`config.mk`:
```
export PLATFORM = sky130hd
export DESIGN_NAME = mem_access_stage_hs
export DESIGN_NICKNAME = d
export VERILOG_FILES = /design/src/rtl/mem_access_stage_hs.sv
export SDC_FILE = /design/constraint.sdc
export NUM_CORES = 1
export LEC_CHECK = 0
export ABC_CLOCK_PERIOD_IN_PS = 2220
export BUFFER_PORTS_ARGS = -buffer_cell sky130_fd_sc_hd__buf_4
export CAP_MARGIN = 25
export CORE_MARGIN = 2
export CORE_UTILIZATION = 51
export CTS_CLUSTER_DIAMETER = 150
export DETAILED_ROUTE_END_ITERATION = 16
export HOLD_SLACK_MARGIN = 0.15
export PLACE_DENSITY = 0.88
export REMOVE_ABC_BUFFERS = 1
export SKIP_CTS_REPAIR_TIMING = 1
export SLEW_MARGIN = 20
export SYNTH_ARGS = -nofsm -noshare
export SYNTH_HDL_FRONTEND = slang
export SYNTH_SLANG_ARGS = --single-unit
```
`constraint.sdc`:
```
create_clock -name clk_i -period 2.22 [get_ports clk_i]
set_input_delay 0.444 -clock clk_i [delete_from_list [all_inputs] [get_ports clk_i]]
set_output_delay 0.444 -clock clk_i [all_outputs]
set_load 0.01 [all_outputs]
```
`src/rtl/mem_access_stage_hs.sv`:
```
// mem_access_stage_hs: MEM pipeline stage with sub-word load/store support and
// a req/gnt/rvalid data-memory handshake. One op in flight; upstream is
// stalled (ready_o=0) until the memory side completes. Results are registered
// into MEM/WB with a single-cycle wb_valid_o pulse per retired op.
// ADDR_W is expected to be <= XLEN (the address is taken from alu_result_i).
module mem_access_stage_hs #(
  parameter int XLEN       = 32,
  parameter int ADDR_W     = 32,
  parameter int REG_ADDR_W = 5
) (
  input  logic                  clk_i,
  input  logic                  reset_i,
  input  logic                  valid_i,
  output logic                  ready_o,
  input  logic                  mem_read_i,
  input  logic                  mem_write_i,
  input  logic                  reg_write_i,
  input  logic                  mem_to_reg_i,
  input  logic                  branch_i,
  input  logic                  zero_i,
  input  logic [2:0]            funct3_i,
  input  logic [REG_ADDR_W-1:0] rd_i,
  input  logic [XLEN-1:0]       alu_result_i,
  input  logic [XLEN-1:0]       store_data_i,
  output logic                  dmem_req_o,
  output logic                  dmem_we_o,
  output logic [ADDR_W-1:0]     dmem_addr_o,
  output logic [XLEN/8-1:0]     dmem_be_o,
  output logic [XLEN-1:0]       dmem_wdata_o,
  input  logic                  dmem_gnt_i,
  input  logic                  dmem_rvalid_i,
  input  logic [XLEN-1:0]       dmem_rdata_i,
  output logic                  pcsrc_o,
  output logic                  access_fault_o,
  output logic                  wb_valid_o,
  output logic                  wb_reg_write_o,
  output logic                  wb_mem_to_reg_o,
  output logic [REG_ADDR_W-1:0] wb_rd_o,
  output logic [XLEN-1:0]       wb_read_data_o,
  output logic [XLEN-1:0]       wb_alu_result_o
);

  localparam int BE_W  = XLEN / 8;
  localparam int OFF_W = $clog2(BE_W);

  typedef enum logic [1:0] {
    S_IDLE = 2'd0,
    S_REQ  = 2'd1,
    S_RESP = 2'd2
  } state_t;

  state_t r_state;
  state_t w_state_nxt;

  logic              w_idle;
  logic              w_accept;
  logic              w_mem_op;
  logic              w_legal;
  logic              w_misaligned;
  logic              w_fault;
  logic [OFF_W-1:0]  w_off;
  logic [BE_W-1:0]   w_be;
  logic [XLEN-1:0]   w_rshift;
  logic [XLEN-1:0]   w_load_data;

  logic              r_we;
  logic [2:0]        r_funct3;
  logic [OFF_W-1:0]  r_off;
  logic [ADDR_W-1:0] r_addr;
  logic [BE_W-1:0]   r_be;
  logic [XLEN-1:0]   r_wdata;
  logic [REG_ADDR_W-1:0] r_rd;
  logic              r_reg_write;
  logic              r_mem_to_reg;
  logic [XLEN-1:0]   r_alu_result;

  logic              r_wb_valid;
  logic              r_wb_reg_write;
  logic              r_wb_mem_to_reg;
  logic [REG_ADDR_W-1:0] r_wb_rd;
  logic [XLEN-1:0]   r_wb_read_data;
  logic [XLEN-1:0]   r_wb_alu_result;
  logic              r_fault;

  // ready depends only on state, so accept never loops back through outputs
  assign w_idle   = (r_state == S_IDLE);
  assign w_accept = valid_i & w_idle;
  assign w_mem_op = mem_read_i | mem_write_i;
  assign w_off    = alu_result_i[OFF_W-1:0];
  assign w_fault  = w_mem_op & (~w_legal | w_misaligned);
  assign pcsrc_o  = w_accept & branch_i & zero_i;

  // Legality of funct3 for the requested access; double-word forms only on RV64
  always_comb begin
    w_legal = 1'b0;
    if (mem_read_i & mem_write_i) begin
      w_legal = 1'b0;
    end else if (mem_read_i) begin
      case (funct3_i)
        3'b000, 3'b001, 3'b010, 3'b100, 3'b101: w_legal = 1'b1;
        3'b011, 3'b110:                         w_legal = (XLEN == 64);
        default:                                w_legal = 1'b0;
      endcase
    end else if (mem_write_i) begin
      case (funct3_i)
        3'b000, 3'b001, 3'b010: w_legal = 1'b1;
        3'b011:                 w_legal = (XLEN == 64);
        default:                w_legal = 1'b0;
      endcase
    end else begin
      w_legal = 1'b1;
    end
  end

  // Natural-alignment check by access size (funct3[1:0])
  always_comb begin
    w_misaligned = 1'b0;
    case (funct3_i[1:0])
      2'b01:   w_misaligned = (alu_result_i[0] != 1'b0);
      2'b10:   w_misaligned = (alu_result_i[1:0] != 2'b00);
      2'b11:   w_misaligned = (alu_result_i[2:0] != 3'b000);
      default: w_misaligned = 1'b0;
    endcase
  end

  // Byte-enable mask for the access size, placed at the byte offset
  always_comb begin
    w_be = {BE_W{1'b0}};
    case (funct3_i[1:0])
      2'b00:   w_be = BE_W'(4'h1) << w_off;
      2'b01:   w_be = BE_W'(4'h3) << w_off;
      2'b10:   w_be = BE_W'(4'hF) << w_off;
      default: w_be = {BE_W{1'b1}};
    endcase
  end

  // Extract and extend the addressed lane from the returned word
  always_comb begin
    w_rshift    = dmem_rdata_i >> {r_off, 3'b000};
    w_load_data = {XLEN{1'b0}};
    case (r_funct3)
      3'b000:  w_load_data = XLEN'($signed(w_rshift[7:0]));
      3'b001:  w_load_data = XLEN'($signed(w_rshift[15:0]));
      3'b010:  w_load_data = XLEN'($signed(w_rshift[31:0]));
      3'b011:  w_load_data = w_rshift;
      3'b100:  w_load_data = XLEN'(w_rshift[7:0]);
      3'b101:  w_load_data = XLEN'(w_rshift[15:0]);
      3'b110:  w_load_data = XLEN'(w_rshift[31:0]);
      default: w_load_data = {XLEN{1'b0}};
    endcase
  end

  // FSM state register
  always_ff @(posedge clk_i or negedge reset_i) begin
    if (!reset_i) r_state <= S_IDLE;
    else          r_state <= w_state_nxt;
  end

  // FSM next-state logic
  always_comb begin
    w_state_nxt = r_state;
    case (r_state)
      S_IDLE: begin
        if (w_accept & w_mem_op & ~w_fault) w_state_nxt = S_REQ;
        else                                w_state_nxt = S_IDLE;
      end
      S_REQ: begin
        if (dmem_gnt_i) w_state_nxt = r_we ? S_IDLE : S_RESP;
        else            w_state_nxt = S_REQ;
      end
      S_RESP: begin
        if (dmem_rvalid_i) w_state_nxt = S_IDLE;
        else               w_state_nxt = S_RESP;
      end
      default: w_state_nxt = S_IDLE;
    endcase
  end

  // FSM outputs: request fields are driven only while the request is open
  always_comb begin
    ready_o      = 1'b0;
    dmem_req_o   = 1'b0;
    dmem_we_o    = 1'b0;
    dmem_addr_o  = {ADDR_W{1'b0}};
    dmem_be_o    = {BE_W{1'b0}};
    dmem_wdata_o = {XLEN{1'b0}};
    case (r_state)
      S_IDLE: ready_o = 1'b1;
      S_REQ: begin
        dmem_req_o   = 1'b1;
        dmem_we_o    = r_we;
        dmem_addr_o  = r_addr;
        dmem_be_o    = r_be;
        dmem_wdata_o = r_wdata;
      end
      S_RESP:  ready_o = 1'b0;
      default: ready_o = 1'b0;
    endcase
  end

  // Capture op fields on accept; held stable through REQ/RESP
  always_ff @(posedge clk_i or negedge reset_i) begin
    if (!reset_i) begin
      r_we         <= 1'b0;
      r_funct3     <= 3'b000;
      r_off        <= {OFF_W{1'b0}};
      r_addr       <= {ADDR_W{1'b0}};
      r_be         <= {BE_W{1'b0}};
      r_wdata      <= {XLEN{1'b0}};
      r_rd         <= {REG_ADDR_W{1'b0}};
      r_reg_write  <= 1'b0;
      r_mem_to_reg <= 1'b0;
      r_alu_result <= {XLEN{1'b0}};
    end else if (w_accept) begin
      r_we         <= mem_write_i;
      r_funct3     <= funct3_i;
      r_off        <= w_off;
      r_addr       <= {alu_result_i[ADDR_W-1:OFF_W], {OFF_W{1'b0}}};
      r_be         <= w_be;
      r_wdata      <= store_data_i << {w_off, 3'b000};
      r_rd         <= rd_i;
      r_reg_write  <= reg_write_i;
      r_mem_to_reg <= mem_to_reg_i;
      r_alu_result <= alu_result_i;
    end
  end

  // MEM/WB register: one-cycle retire pulse for ALU ops, faults, stores and loads
  always_ff @(posedge clk_i or negedge reset_i) begin
    if (!reset_i) begin
      r_wb_valid      <= 1'b0;
      r_wb_reg_write  <= 1'b0;
      r_wb_mem_to_reg <= 1'b0;
      r_wb_rd         <= {REG_ADDR_W{1'b0}};
      r_wb_read_data  <= {XLEN{1'b0}};
      r_wb_alu_result <= {XLEN{1'b0}};
      r_fault         <= 1'b0;
    end else begin
      r_wb_valid     <= 1'b0;
      r_wb_reg_write <= 1'b0;
      r_fault        <= 1'b0;
      if (w_accept && (!w_mem_op || w_fault)) begin
        r_wb_valid      <= 1'b1;
        r_wb_reg_write  <= reg_write_i & ~w_fault;
        r_wb_mem_to_reg <= mem_to_reg_i;
        r_wb_rd         <= rd_i;
        r_wb_read_data  <= {XLEN{1'b0}};
        r_wb_alu_result <= alu_result_i;
        r_fault         <= w_fault;
      end else if ((r_state == S_REQ) && dmem_gnt_i && r_we) begin
        r_wb_valid      <= 1'b1;
        r_wb_reg_write  <= r_reg_write;
        r_wb_mem_to_reg <= r_mem_to_reg;
        r_wb_rd         <= r_rd;
        r_wb_read_data  <= {XLEN{1'b0}};
        r_wb_alu_result <= r_alu_result;
      end else if ((r_state == S_RESP) && dmem_rvalid_i) begin
        r_wb_valid      <= 1'b1;
        r_wb_reg_write  <= r_reg_write;
        r_wb_mem_to_reg <= r_mem_to_reg;
        r_wb_rd         <= r_rd;
        r_wb_read_data  <= w_load_data;
        r_wb_alu_result <= r_alu_result;
      end
    end
  end

  assign wb_valid_o      = r_wb_valid;
  assign wb_reg_write_o  = r_wb_reg_write;
  assign wb_mem_to_reg_o = r_wb_mem_to_reg;
  assign wb_rd_o         = r_wb_rd;
  assign wb_read_data_o  = r_wb_read_data;
  assign wb_alu_result_o = r_wb_alu_result;
  assign access_fault_o  = r_fault;

endmodule

```
==> flow_metrics.tcl <==
set metrics [dict create \
    status "finished, final reports clean" \
    synth_warnings 0 \
    crit_chain "nor2b_4 -> buf_6 -> and2_1 -> buf_4" \
    fmax_mhz 477 \
    gp_congestion 0.858 \
    crit-reg2reg-capture "wb_read_data_o[17]$_DFFE_PN0P_" \
    cts_buffer_depth 2 \
    synth_edf_count 0 \
    dp_hpwl_um 15500 \
    synth_top_area_share_pct 50.1 \
    synth_cells 805 \
    initial_core_util_pct 52.5 \
    rr_worst_depth 5 \
    clkTransAtPathRegs_ns 0.06 \
    cts_tree "built" \
    grt_max_degree 65 \
    yosys-top-cells-area "dfrtp_1 50%, nand2_1 11%, mux2i_1 6.9%, and2_1 5.5%, o21ai_0 2.4%" \
    cp-start-kind "flip-flop" \
    mostFrequentLayoutCells "277 x buf_4, 220 x nand2_1, 154 x dfrtp_1" \
    r2r-start "r_alu_result[1]$_DFFE_PN0P_" \
    report.power.total_mw 10.0 \
    area_growth_pct 37.0 \
    vias_per_cell 5.50 \
    required_ns 1.78 \
    port_buffers 257 \
    rsz0062_at_grt "no" \
    worstHoldPathType "in -> reg" \
    timing_worst_slew_pin_value_ns 0.755 \
    clock-sinks 154 \
    cts_root_buf "clkbuf_16" \
    finClkSkew_ns 0.00833 \
    syn_area_sq_mm 0.00768 \
    first_pass_iters 5 \
    n_antenna_cell 0 \
    maxSlewViolCount 0 \
    rows 44 \
    fin_crit_ns 2.10 \
    multiInputGateArea_sq_mm 0.00353 \
    peakVddDrop_mv 0.563 \
    seq_area_frac_synth_pct 50.1 \
    drtAntennaViolNets 0 \
    hold_violations 0 \
    p_per_area_mw_per_mm2 950 \
    rrSetupSlack_ns 0.20 \
    dpl_cell_area_sq_mm 0.00985 \
    worst_path_max_delay_cell "dfrtp_1" \
    fillers 1083 \
    drive_gt1_share_pct 32.3 \
    min_path_cells 2 \
    arrival_ns 1.65 \
    grt.total_usage_pct 27.6 \
    grt_antenna_before_repair 0 \
    numCtsBuffers 17 \
    wl_per_cell_um 17.8 \
    die_w_um 127 \
    avgSynthCellArea_sq_um 9.55 \
    core_sq_mm 0.0146 \
    synthFlopType "dfrtp_1" \
    grt_pass1_vias 6765 \
    die_h_um 127 \
    max_stage_delay_ns 0.43 \
    min_from "dmem_rvalid_i" \
    synth.distinct_cells 47 \
    seqCellArea_sq_mm 0.00385 \
    final_common_cell "buf_4" \
    drt_iter0_markers 465 \
    num_vias 6840 \
    relSlewSlack_pct 49.7 \
    total_leakage_power_nw 5.42 \
    io_pins 260 \
    drcViolationCount 0 \
    ys_ff_latch 154 \
    crit_fanout 44 \
    overflow 0 \
    clock_latency_ns 0.43 \
    drv_cap 0 \
    min_delay_worst_endpoint "r_state[1]$_DFF_PN0_" \
    setup_violations 0 \
    wl_um 22100 \
    yosys.area.top_type "dfrtp_1" \
    critPathKind "reg -> out" \
    htree_levels 4 \
    fin_crit_sh_pct 94.5 \
    grt_pass1_wl_um 35000 \
    final_nets 1169 \
    postLayoutCellArea_sq_mm 0.0105 \
    async_flop_share_pct 100 \
    die_area_sq_mm 0.0161 \
    cp-end-kind "output port" \
]
==> layer usage <==
metal / vias up / wire length [um] / GRT usage, %
met5: - / 0 / 0
met4: 0 / 725 / 11.9
li1: 3210 / - / -
met3: 53 / 1870 / 8.22
met1: 3266 / 8790 / 34.0
met2: 311 / 10700 / 45.6
==> final cells by class <==
class                           count  share of cell area [%]
Clock buffer                       21                    4.28
Clock inverter                     10                    2.03
Multi-Input combinational cell    583                    33.5
Inverter                            6                   0.214
Timing Repair Buffer              286                    21.2
Tap cell                          184                    2.19
Sequential cell                   154                    36.6
==> cells in the mapped netlist, types with 2 or more instances <==
cell type	count
nand2_1	221
dfrtp_1	154
and2_1	68
mux2i_1	53
o21ai_0	37
clkbuf_1	36
nor2_1	26
a21oi_1	25
a221o_1	17
a22o_1	17
o2bb2ai_1	17
a21o_1	16
buf_2	16
mux2_2	16
nand3_1	9
o211ai_1	8
o31ai_1	8
ha_1	6
inv_1	6
buf_4	5
nor3_1	5
o21ai_1	5
buf_6	4
nor2b_1	3
a211oi_1	2
nand2b_1	2
nor4_2	2
o21a_1	2
==> cell families (layout without fill, tap and decap cells) <==
kind of cell / Yosys count / in the layout / synth area share, %
xor gates and xnor gates: 1 / 1 / 0.114
AOI/OAI and AO/OA: 161 / 161 / 15.0
muxes: 71 / 71 / 9.57
DFF: 154 / 154 / 50.1
buffers and inverters: 69 / 323 / 4.28
other: 1 / 2 / 0.0488
and+or+nand+nor: 342 / 342 / 19.9
adders and majority gates: 6 / 6 / 0.977
==> metrics by stage <==
step / cells / utilization, % / setup TNS (ns) / hold slack, ns / worst slack (ns)
after floorplan: 743 / - / -155.99 / 0.148 / -1.74
after global placement: 1212 / 67.3 / 0 / 0.373 / 0.0311
after detailed placement: 1212 / 67.3 / -0.547 / 0.374 / -0.0489
after CTS: 1243 / 71.8 / 0 / -0.0822 / 0.0167
after global routing: 1244 / 71.9 / 0 / 0.204 / 0.0197
final: 1244 / 71.9 / 0 / 0.210 / 0.123
==> worst max path at each step <==
stage	startpoint	to	cells past startpoint
finish	r_state[1]$_DFF_PN0_	dmem_wdata_o[28]	4
global route	r_state[1]$_DFF_PN0_	dmem_addr_o[10]	4
CTS	r_state[1]$_DFF_PN0_	dmem_addr_o[7]	4
detailed placement	funct3_i[0]	wb_read_data_o[17]$_DFFE_PN0P_	9
global placement	funct3_i[0]	wb_read_data_o[25]$_DFFE_PN0P_	9
floorplan	r_state[1]$_DFF_PN0_	wb_read_data_o[16]$_DFFE_PN0P_	4
==> report_power, final <==
| group | switching [mW] | internal (mW) | leakage (nW) |
|---|---|---|---|
| Combinational | 1.50 | 1.36 | 3.14 |
| Sequential | 0.438 | 3.43 | 1.96 |
| Clock | 1.14 | 2.14 | 0.318 |
==> worst max-delay path, delay by kind of cell, from the launching register on <==
family	cells	cell delay (ns)
DFF	1	0.43
and+or+nand+nor	2	0.36
buffers and inverters	2	0.43
Power figures use the tool's default switching activity.
